===== config.mk =====
export PLATFORM = sky130hd
export DESIGN_NAME = usb_rx_ctrl_p
export DESIGN_NICKNAME = d
export VERILOG_FILES = /design/src/rtl/usb_rx_ctrl_p.sv
export SDC_FILE = /design/constraint.sdc
export NUM_CORES = 1
export LEC_CHECK = 0
export CORE_UTILIZATION = 47
export DETAILED_ROUTE_END_ITERATION = 8
export PLACE_DENSITY = 0.77
export SLEW_MARGIN = 20
export SYNTH_ARGS = -nofsm -noshare
export SYNTH_HDL_FRONTEND = slang
export SYNTH_SLANG_ARGS = --single-unit

===== constraint.sdc =====
create_clock -name clk -period 2.3 [get_ports clk]
set_input_delay 0.46 -clock clk [delete_from_list [all_inputs] [get_ports clk]]
set_output_delay 0.46 -clock clk [all_outputs]
set_load 0.005 [all_outputs]

===== src/rtl/usb_rx_ctrl_p.sv =====
// Receive-side USB 1.1 packet controller: PID validation, token capture with
// address filtering, CRC16 stripping via a 2-byte hold, and encoded error status.
module usb_rx_ctrl_p #(
  parameter int         MAX_PKT_BYTES = 64,
  parameter int         BUF_DEPTH     = 64,
  parameter int         OCC_W         = $clog2(BUF_DEPTH + 1),
  parameter int         CNT_W         = $clog2(MAX_PKT_BYTES + 1),
  parameter logic [7:0] SYNC_BYTE     = 8'h01
) (
  input  logic             clk,
  input  logic             rst,
  input  logic             d_edge,
  input  logic             byte_received,
  input  logic [7:0]       rcv_data,
  input  logic             eop,
  input  logic             crc_ok,
  input  logic [OCC_W-1:0] buffer_occupancy,
  input  logic [6:0]       dev_addr,
  output logic             rcving,
  output logic             store_rx_packet_data,
  output logic [7:0]       rx_packet_data,
  output logic             flush,
  output logic             rx_data_ready,
  output logic             r_error,
  output logic [2:0]       err_code,
  output logic [3:0]       pid,
  output logic [6:0]       token_addr,
  output logic [3:0]       token_endp,
  output logic             addr_match,
  output logic [CNT_W-1:0] byte_count
);

  typedef enum logic [3:0] {
    S_IDLE, S_SYNC, S_PID, S_TOKEN1, S_TOKEN2, S_TEOP, S_HS, S_DATA, S_EOPW, S_ERR
  } state_t;

  localparam logic [2:0] E_NONE = 3'd0, E_SYNC = 3'd1, E_PID = 3'd2, E_SHORT = 3'd3,
                         E_OVF = 3'd4, E_CRC = 3'd5, E_BYTE = 3'd6;
  localparam logic [3:0] PID_SOF = 4'b0101;

  state_t     state;
  logic [7:0] hold0, hold1;
  logic [1:0] hold_cnt;
  logic       good;
  logic       err_eop_seen;
  logic [2:0] raise_code;
  logic       pid_chk_ok;
  logic       hold_full;
  logic       no_room;

  assign pid_chk_ok = (rcv_data[7:4] == ~rcv_data[3:0]);
  assign hold_full  = (hold_cnt == 2'd2);
  assign no_room    = (byte_count == CNT_W'(MAX_PKT_BYTES)) ||
                      (buffer_occupancy == OCC_W'(BUF_DEPTH));

  function automatic logic pid_supported(input logic [3:0] p);
    case (p)
      4'b0001, 4'b1001, 4'b1101, 4'b0101,
      4'b0011, 4'b1011,
      4'b0010, 4'b1010, 4'b1110: return 1'b1;
      default:                   return 1'b0;
    endcase
  endfunction

  // A received byte always takes priority; a coincident eop is seen next cycle.
  always_comb begin
    raise_code = E_NONE;
    case (state)
      S_SYNC: begin
        if (byte_received) begin
          if (rcv_data != SYNC_BYTE) raise_code = E_SYNC;
        end else if (eop) raise_code = E_SHORT;
      end
      S_PID: begin
        if (byte_received) begin
          if (!pid_chk_ok || !pid_supported(rcv_data[3:0])) raise_code = E_PID;
        end else if (eop) raise_code = E_SHORT;
      end
      S_TOKEN1, S_TOKEN2: begin
        if (!byte_received && eop) raise_code = E_SHORT;
      end
      S_TEOP: begin
        if (byte_received) raise_code = E_BYTE;
        else if (eop && !crc_ok) raise_code = E_CRC;
      end
      S_HS: begin
        if (byte_received) raise_code = E_BYTE;
      end
      S_DATA: begin
        if (byte_received) begin
          if (hold_full && no_room) raise_code = E_OVF;
        end else if (eop) begin
          if (!hold_full) raise_code = E_SHORT;
          else if (!crc_ok) raise_code = E_CRC;
        end
      end
      default: raise_code = E_NONE;
    endcase
  end

  always_ff @(posedge clk or posedge rst) begin
    if (rst) begin
      state                <= S_IDLE;
      rcving               <= 1'b0;
      store_rx_packet_data <= 1'b0;
      rx_packet_data       <= 8'h00;
      flush                <= 1'b0;
      rx_data_ready        <= 1'b0;
      r_error              <= 1'b0;
      err_code             <= E_NONE;
      pid                  <= 4'h0;
      token_addr           <= 7'h00;
      token_endp           <= 4'h0;
      addr_match           <= 1'b0;
      byte_count           <= '0;
      hold0                <= 8'h00;
      hold1                <= 8'h00;
      hold_cnt             <= 2'd0;
      good                 <= 1'b0;
      err_eop_seen         <= 1'b0;
    end else begin
      store_rx_packet_data <= 1'b0;
      flush                <= 1'b0;
      rx_data_ready        <= 1'b0;
      if (raise_code != E_NONE) begin
        state        <= S_ERR;
        r_error      <= 1'b1;
        err_code     <= raise_code;
        flush        <= 1'b1;
        err_eop_seen <= eop;
      end else begin
        case (state)
          S_IDLE: begin
            if (d_edge && !eop) begin
              state      <= S_SYNC;
              rcving     <= 1'b1;
              flush      <= 1'b1;
              r_error    <= 1'b0;
              err_code   <= E_NONE;
              byte_count <= '0;
              addr_match <= 1'b0;
              hold_cnt   <= 2'd0;
              good       <= 1'b0;
            end
          end
          S_SYNC: if (byte_received) state <= S_PID;
          S_PID: begin
            if (byte_received) begin
              pid <= rcv_data[3:0];
              case (rcv_data[1:0])
                2'b01:   state <= S_TOKEN1;
                2'b11:   state <= S_DATA;
                default: state <= S_HS;
              endcase
            end
          end
          S_TOKEN1: begin
            if (byte_received) begin
              token_addr    <= rcv_data[6:0];
              token_endp[0] <= rcv_data[7];
              state         <= S_TOKEN2;
            end
          end
          S_TOKEN2: begin
            if (byte_received) begin
              token_endp[3:1] <= rcv_data[2:0];
              addr_match      <= (pid == PID_SOF) ? 1'b1 : (token_addr == dev_addr);
              state           <= S_TEOP;
            end
          end
          S_TEOP: begin
            if (eop) begin
              good  <= addr_match;
              state <= S_EOPW;
            end
          end
          S_HS: begin
            if (eop) begin
              good  <= 1'b1;
              state <= S_EOPW;
            end
          end
          S_DATA: begin
            // The last two bytes held at eop are the CRC16 and are never stored.
            if (byte_received) begin
              if (hold_full) begin
                store_rx_packet_data <= 1'b1;
                rx_packet_data       <= hold0;
                byte_count           <= byte_count + 1'b1;
                hold0                <= hold1;
                hold1                <= rcv_data;
              end else if (hold_cnt == 2'd0) begin
                hold0    <= rcv_data;
                hold_cnt <= 2'd1;
              end else begin
                hold1    <= rcv_data;
                hold_cnt <= 2'd2;
              end
            end else if (eop) begin
              hold_cnt <= 2'd0;
              good     <= 1'b1;
              state    <= S_EOPW;
            end
          end
          S_EOPW: begin
            if (!eop) begin
              rx_data_ready <= good;
              rcving        <= 1'b0;
              state         <= S_IDLE;
            end
          end
          S_ERR: begin
            if (eop) err_eop_seen <= 1'b1;
            else if (err_eop_seen) begin
              rcving <= 1'b0;
              state  <= S_IDLE;
            end
          end
          default: state <= S_IDLE;
        endcase
      end
    end
  end

endmodule


Word level (Yosys, flattened, before mapping)
Memory sizes are Yosys's and may differ from the RTL's. Cells that the tools add are included.

Add/sub/neg operators: 1. Eq/ne operators: 39. Mux-type cells: 75. Bitwise gates (word level): 2. Reductions and logical operators: 39.

Operators with widths (count): two-way mux 4 bit (11); two-way mux 3 bit (13); one-hot mux 4 bit (9 select lines) (1); inequality test 3 bit (second input constant) (11); two-way mux 8 bit (4); two-way mux 1 bit (28); two-way mux 7 bit (3); equality test 4 x 3 -> 1 bit (second input constant) (5); inequality test 2 bit (second input constant) (10); one-hot mux 3 bit (6 select lines) (1); two-way mux 2 bit (8); AND reduction 4 bit (4); AND reduction 5 bit (3); equality test 7 bit (second input constant) (2); one-hot mux 7 bit (2 select lines) (1); nonzero test 2 bit (7); AND reduction 3 bit (3); AND reduction 9 bit (1); equality test 4 x 2 -> 1 bit (second input constant) (2); equality test 4 bit (second input constant) (2); inequality test 8 x 1 -> 1 bit (second input constant) (1); adder 7 x 1 -> 7 bit (second input constant) (1); equality test 7 bit (1); one-hot mux 3 bit (2 select lines) (1); 20 further kinds (32).

Bits in registers: 63. Bits in read-only memories: 16. Input port bits: 28. Logic and storage cells: 176. Memories kept: 1.

Memory list: (no name shown) (depth 16, bits a word 1, rd ports 1, clocked after Yosys merged registers in 0, wr ports 0, line 57) `case (p)`.

Longest topological paths before layout
Gate-level depths: netlist of the first run. An unclocked memory read counts as a cell.

Depth after elaboration: 11. Gate-level depth with buffers: 10. Gate-level depth less buffers: 8.

Worst setup path after synthesis of the first run
OpenSTA, ideal clock, no wires.

Path type: input port to flip-flop. From: in rcv_data[1]. To: reg rx_packet_data[5]. Data arrival time: 2.202 ns. Data required time: 2.175 ns. Path slack: -0.027 ns. Stages: 10. Path buffers: 2. Path through: inv_1 -> ha_1 -> nor4b_1 -> a211o_1 -> a221oi_2 -> o21bai_4 -> nand2b_1 -> buf_6 -> buf_12 -> mux2_4.

Word-level cells in the longest chain between the ends: 11. Elaborated cells between the ends (all ways): 17.

Ends and longest elaborated chain: start, declared (line 14) `input logic [7:0] rcv_data,`; memory read (16 x 1 bit); two-way mux 1 bit (line 75) `if (byte_received) begin`; two-way mux 1 bit (line 68) `case (state)`; zero test 1 bit (line 76) `if (!pid_chk_ok || !pid_supported(rcv_data[3:0])) raise_code = E_PID;`; logical OR 1 bit (line 76); two-way mux 2 bit (line 76); two-way mux 3 bit (line 75); one-hot mux 3 bit (6 select lines) (*) (line 68); nonzero test 3 bit (*) (line 125) `if (raise_code != E_NONE) begin`; inverter 1 bit (no source line) (*); AND reduction 4 bit (no source line) (*); end signal, assigned (line 188) `rx_packet_data <= hold0;`; end, declared (line 21) `output logic [7:0] rx_packet_data,`.

Every way passes the cells marked *; elsewhere a longest branch is shown, timed or not. The select of a mux whose other input is x is not followed. A chain may end at the register's enable or synchronous reset.

Worst setup path in the final report of the first run
From: reg state[1]. To: reg hold0[0].

Word-level cells in the longest chain between the ends: 6. Elaborated cells between the ends (all ways): 12.

Ends and longest elaborated chain: start, declared (line 41) `state_t state;`; start signal, assigned (line 103) `state <= S_IDLE;`; start signal, assigned (line 126) `state <= S_ERR;`; start signal, assigned (line 135) `state <= S_SYNC;`; equality test 4 x 3 -> 1 bit / equality test 4 x 2 -> 1 bit (equally long branches) (line 68); OR reduction 2 bit (line 68); one-hot mux 3 bit (6 select lines) (line 68); nonzero test 3 bit (line 125); inverter 1 bit (no source line); AND reduction 4 bit (no source line) (*); end signal, assigned (line 190) `hold0 <= hold1;`; end signal, assigned (line 193) `hold0 <= rcv_data;`; end, declared (line 42) `logic [7:0] hold0, hold1;`.

Every way passes the cells marked *; elsewhere a longest branch is shown, timed or not.

==> impl_metrics.ini, run 1 <==
[detailed_routing]
post-route-drc-count = 0
first_pass_iters = 5
num_vias = 2842
initialDrtViolationCount = 217
routed_wl_um = 8775
ant_nets = 0
via_per_inst = 5.424
routedWlPerCell_um = 16.75

[grt]
grt_pass1_vias = 2741
grt_max_degree = 64
grt_antenna_before_repair = 0
grt_pass1_wl_um = 13810
grt.overflow.total = 0
grt_usage_pct = 24.57

[pwr]
power.density_nw_per_um2 = 930.5
leakagePower_nw = 2.262
peakVddDrop_uv = 685.3
cell_internal_pwr_mw = 2.966
p_switching_mw = 1.538
power_mw = 4.504
p_seq_share_pct = 35.4
p_sw_share_pct = 34.14
pwr-share-comb_pct = 44.6
clockPowerShare_pct = 20.0

[timing]
max_freq_ghz = 0.4466
relSlewSlack_pct = 66.39
hold_viol = 0
whs_ns = 0.4709
period_share_pct = 97.36
setup_viol = 0
fin_skew_ns = 0.005718
rsz0062_at_grt = yes
drv_slew = 0
worst_pin_slew_ns = 0.5022
final.min_clock_period_ns = 2.239

[cts]
clock-sinks = 63
cts_made_buffers = 9
clock_latency_ns = 0.36
cts_tree = yes
clk_pin_slew_ns = 0.08
cts-root-buf = clkbuf_8
cts_hold_buf = 0
clk_path_buf_depth = 2
h-tree-depth = 3

[die]
pin_count = 67
die-area_um2 = 7523
row_count = 30
die_w_um = 86.74
initial_utilization_pct = 49.13
die-height_um = 86.74
core_um2 = 6869

[setup_path]
critPathBufInv = 0
startpoint_type = register
crit_fanout = 8
path_cells = nor2b_1 -> o31ai_2 -> a221oi_2 -> o21bai_4 -> or3_4 -> mux2_1
worstSetupEndpointType = register
critical_path_class = register to register
setup.reg_to_reg.worst_slack_ns = 0.06
startpoint = state[1]
crit_family = compound AO/OA/AOI/OAI gates
worstRegToRegCells = 6
slowest_stage = or3_4
slowest_delay_ns = 0.48
r2r_end = hold0[0]
timing.rr.start = state[1]
cp.arrival_ns = 2.48
critical_path_required_ns = 2.54

[synth]
syn-num-nets = 337
ys.flop_type = dfrtp_1
synth_edf_count = 0
ys.warnings.count = 0
synth_cells = 303
seq_area_frac_synth_pct = 46.72
synthArstFlopShare_pct = 100.0
synth_seq_cells = 63
syn-mean-instance-area_um2 = 11.14
netlist_area_um2 = 3374
synth_cell_types = 55

[cells_and_area]
multi_input_area_um2 = 1787
final_cell_mix = 60 x dfrtp_1, 57 x clkdlybuf4s50_1, 55 x buf_4
drive_gt1_share_pct = 34.58
area_growth_pct = 43.46
antenna_cells = 0
nets = 457
stdcell_count = 524
n_fill_cell = 515
seqCellArea_um2 = 1580
final_common_cell = dfrtp_1

[place]
hpwl_um = 5938
place_congestion = 0.8335
io_buffers = 66
placedCellCount = 498

[outcome]
outcome = complete, no violations

[job]
maxCapViolCount = 0

[min_path]
hold_path_class = primary input to asynchronous set/reset pin
registers in the layout, indices dropped and copies added, names as in the netlist, 2 cells and up:
register / count
hold0: 8
hold1: 8
rx_packet_data: 8
byte_count: 7
token_addr: 7
pid: 4
state: 4
token_endp: 4
err_code: 3
hold_cnt: 2
cells in the mapped netlist, types with 4 or more instances:
master	count	area share [%]
dfrtp_1	63	47
mux2_2	32	11
nand2_1	21	2.3
nor2_1	18	2.0
o21ai_0	13	1.9
a21oi_1	12	1.8
inv_1	11	1.2
mux2_4	11	4.9
buf_2	10	1.5
o31ai_1	10	2.2
xor2_1	10	2.6
nand2b_1	7	1.3
ha_1	6	2.2
nand3_1	6	0.89
nor2b_1	6	1.1
nor3_1	4	0.59
power groups by stage:
stage                     clock network, mW  logic, mW  registers, mW
after floorplan                           0      0.928           1.55
after global placement                    0       1.73           1.60
after detailed placement                  0       1.76           1.61
after CTS                             0.918       1.89           1.60
after global routing                  0.957       2.16           1.63
final                                 0.902       2.01           1.59
through the flow:
step	setup slack [ns]	area, um2	util (%)	TNS, ns
2_1_floorplan	-0.006096	3382	-	-0.02188
3_3_place_gp	-0.5863	4439	64.63	-22.86
3_5_place_dp	-0.7393	4439	64.63	-27.42
4_1_cts	0.001513	4762	69.33	0
5_1_grt	-0.006490	4841	70.47	-0.01277
6_report	0.06064	4841	70.47	0
worst max path at each step:
stage                              to  cells after the start
floorplan           rx_packet_data[5]                     10
global placement             hold0[4]                      9
detailed placement           hold0[0]                      8
CTS                          hold1[5]                      8
global route                 hold0[0]                      6
finish                       hold0[0]                      6
cell type report:
cell class                 instances  share of cell area, %
multi-input combinational        212                  36.91
sequential                        63                  32.64
inverter                          11                 0.8529
clock inverter                     6                 0.9046
clock buffer                      10                  2.843
timing repair buffer             126                  23.37
tap                               96                  2.481
logic make-up (layout without fill, tap and decap cells):
kind of cell	Yosys count	count (layout)	synth area share, %
AND/OR/NAND/NOR	87	88	13.72
AO/OA/AOI/OAI	58	58	12.27
flip-flops	63	63	46.72
multiplexers	49	49	17.46
adder cells (fa/ha/maj)	6	6	2.225
XOR/XNOR	11	11	2.855
buffers and inverters	29	153	4.746
routing by layer:
layer | up-vias | track usage [%] | part of all wire, %
li1 | 1331 | - | -
met1 | 1372 | 33.23 | 44
met2 | 121 | 37.66 | 48
met3 | 18 | 5.333 | 6.3
met4 | 0 | 11.82 | 2.1
met5 | - | 0 | 0
worst min-delay path, cell delays in order:
cell and delay, ns:
clkdlybuf4s50_1 0.42, inv_2 0.07, buf_12 0.28
what timing repair did:
| item | CTS | global route |
|---|---|---|
| gates resized for setup | 30 | 14 |
| gates cloned | 1 | 0 |
| endpoints found under the setup margin | 47 | 41 |
| pin swaps | 12 | 10 |
| setup buffers | 5 | 5 |
Note: power is estimated with default switching activity, not from simulation.
==> run 2, diff against run 1 <==
ABC_AREA = 1   (was default)
CTS_CLUSTER_DIAMETER = 30   (was default)
PLACE_DENSITY = 0.76   (was 0.77)
==> run 2 against run 1 <==
Worst hold slack got worse by 0.13 ns. Total power increased by 0.91%. Sequential cell count unchanged. Register-to-register slack improved by 0.17 ns. Utilization decreased by 3.2 points. Critical path depth increased by 9. Sequential power about the same. Clock skew increased by 0.0047 ns. Clock power increased by 5.8%. Die area increased by 2.1%. Critical path type is now primary input to register.
==> impl_metrics.ini, run 2 <==
[detailed_routing]
ant_nets = 0
num_vias = 3353
routed_wl_um = 8640
via_per_inst = 5.151
routedWlPerCell_um = 13.27
first_pass_iters = 5
post-route-drc-count = 0
initialDrtViolationCount = 220

[die]
die-area_um2 = 7681
pin_count = 67
initial_utilization_pct = 49.64
row_count = 30
die_w_um = 87.64
die-height_um = 87.64
core_um2 = 6944

[cts]
cts_made_buffers = 9
cts_setup_buffers = 0
cts-root-buf = clkbuf_8
cts_tree = yes
h-tree-depth = 3
clk_path_buf_depth = 2
cts_hold_buf = 0
clock_latency_ns = 0.35
clk_pin_slew_ns = 0.07
clock-sinks = 63

[setup_path]
slowest_stage = clkdlybuf4s50_1
worstSetupEndpointType = register
setup.reg_to_reg.worst_slack_ns = 0.23
r2r_end = byte_count[5]
startpoint_type = primary input
worstRegToRegCells = 10
crit_top_cell = nand2_1
path_cells = clkdlybuf4s50_1 -> nor2_1 -> nor2_1 -> nand2_1 -> nor2_1 -> nand2_1 -> nand2_1 -> nand2_1 -> nand2_2 -> nand2_4 -> nor2_8 -> buf_12 -> nand3_4 -> nand2_1 -> nand2_1
cp.arrival_ns = 2.33
critical_path_required_ns = 2.53
startpoint = rcv_data[3]
crit_family = simple AND/OR/NAND/NOR gates
timing.rr.start = state[1]
crit_fanout = 11
slowest_delay_ns = 0.59
critPathBufInv = 2
critical_path_class = primary input to register

[grt]
grt.overflow.total = 0
grt_usage_pct = 24.86
grt_pass1_wl_um = 14700
grt_antenna_before_repair = 0
grt_max_degree = 55
grt_pass1_vias = 3190

[timing]
setup_viol = 0
fin_ws_ns = 0.2000
final.min_clock_period_ns = 2.100
max_freq_ghz = 0.4762
worst_pin_slew_ns = 0.3762
period_share_pct = 91.30
drv_slew = 0
fin_skew_ns = 0.01044
rsz0062_at_grt = no
relSlewSlack_pct = 74.73
hold_viol = 0

[job]
maxCapViolCount = 0

[place]
place_congestion = 0.8627
dp_worst_setup_slack_ns = -0.4148
placedCellCount = 634
hpwl_um = 6412
io_buffers = 66

[synth]
ys.warnings.count = 0
syn-mean-instance-area_um2 = 7.712
synth_seq_cells = 63
synth_edf_count = 0
synth_cell_types = 36
ys.flop_type = dfrtp_1
syn-num-nets = 481
seq_area_frac_synth_pct = 45.74
yosysTopAreaCell = dfrtp_1
yosysMostFrequentCell = nand2_1
post-synth-top-area-fraction_pct = 45.74
synthTopCellsByCount = 160 x nand2_1, 63 x dfrtp_1, 43 x nor2_1
synthArstFlopShare_pct = 100.0
yosys-top-cells-area = dfrtp_1 46%, nand2_1 17%, nor2_1 4.7%, nand4_1 4.4%, inv_1 4.1%
netlist_area_um2 = 3447
synth_cells = 447

[cells_and_area]
final_cell_mix = 159 x nand2_1, 64 x clkdlybuf4s50_1, 63 x dfrtp_1
stdcell_count = 651
final_common_cell = nand2_1
drive_gt1_share_pct = 14.23
area_growth_pct = 35.54
nets = 584
largestRegisters = hold0 x8, hold1 x8, rx_packet_data x8
antenna_cells = 0

[pwr]
power_mw = 4.545
leakagePower_nw = 2.355
peakVddDrop_uv = 532.0
power.density_nw_per_um2 = 972.9

[min_path]
hold_path_class = primary input to asynchronous set/reset pin

[outcome]
outcome = complete, no violations
-- run 2: cell count changes after synthesis, sizes merged, moves of 11 or more --
| cell | previous run | this run |
|---|---|---|
| nor2 | 18 | 46 |
| inv | 11 | 41 |
| o31ai | 11 | 0 |
| mux2 | 46 | 0 |
| nand3 | 6 | 24 |
| nand2 | 21 | 168 |
| nand4 | 1 | 24 |
| o21ai | 13 | 27 |
-- run 2: logic make-up (layout without fill, tap and decap cells) --
kind of cell	after synthesis	count (layout)	synth area share (%)
AOI/OAI and AO/OA	42	42	7.187
xor gates and xnor gates	11	11	2.795
adders and majority gates	6	6	2.178
buffers and inverters	53	160	6.787
DFF	63	63	45.73
muxes	2	2	0.5808
and+or+nand+nor	270	271	34.74
-- run 2: cell type report --
class,count,area (um2)
multi-input combinational,332,1660
sequential,63,1577
fill,629,2272
clock buffer,9,123.9
tap,96,120.1
inverter,42,157.7
timing repair buffer,102,960.9
clock inverter,7,72.57
-- run 2: per-stage QoR --
stage / utilization, % / hold slack, ns / cell area [um2] / TNS [ns]
floorplan: - / 0.4416 / 3447 / 0
global placement: 64.04 / 0.4555 / 4447 / -16.61
detailed placement: 64.04 / 0.4587 / 4447 / -19.96
CTS: 67.01 / 0.3412 / 4653 / -0.0004541
global route: 67.28 / 0.3806 / 4672 / 0
finish: 67.28 / 0.3450 / 4672 / 0
-- run 2: metal layers --
layer  share of wire [%]  GRT usage [%]
met1                  46          32.79
met2                  46          40.06
met3                 5.6          5.467
met4                 1.9          9.687
met5                   0              0
-- run 2: what timing repair did --
action / CTS / global route
setup endpoints to repair: 29 / 56
cloned: 1 / 0
endpoints found under the hold margin: 0 / 0
resized for setup: 1 / 6
pin swaps: 1 / 2
-- run 2: worst max path at each step --
stage                                to  slack (ns)  cells after the start
final                     byte_count[5]        0.20                     15
after global routing      byte_count[6]        0.02                     10
after CTS                          good     -0.0005                     17
after detailed placement           good       -0.41                     17
after global placement         hold1[1]       -0.35                     16
after floorplan              addr_match        0.27                      1
-- run 2: power breakdown --
group / switching [mW] / total, mW / internal [mW]
clock network: 0.453 / 0.954 / 0.501
logic: 1.07 / 2.00 / 0.929
registers: 0.219 / 1.59 / 1.38
total: 1.74 / 4.55 / 2.81
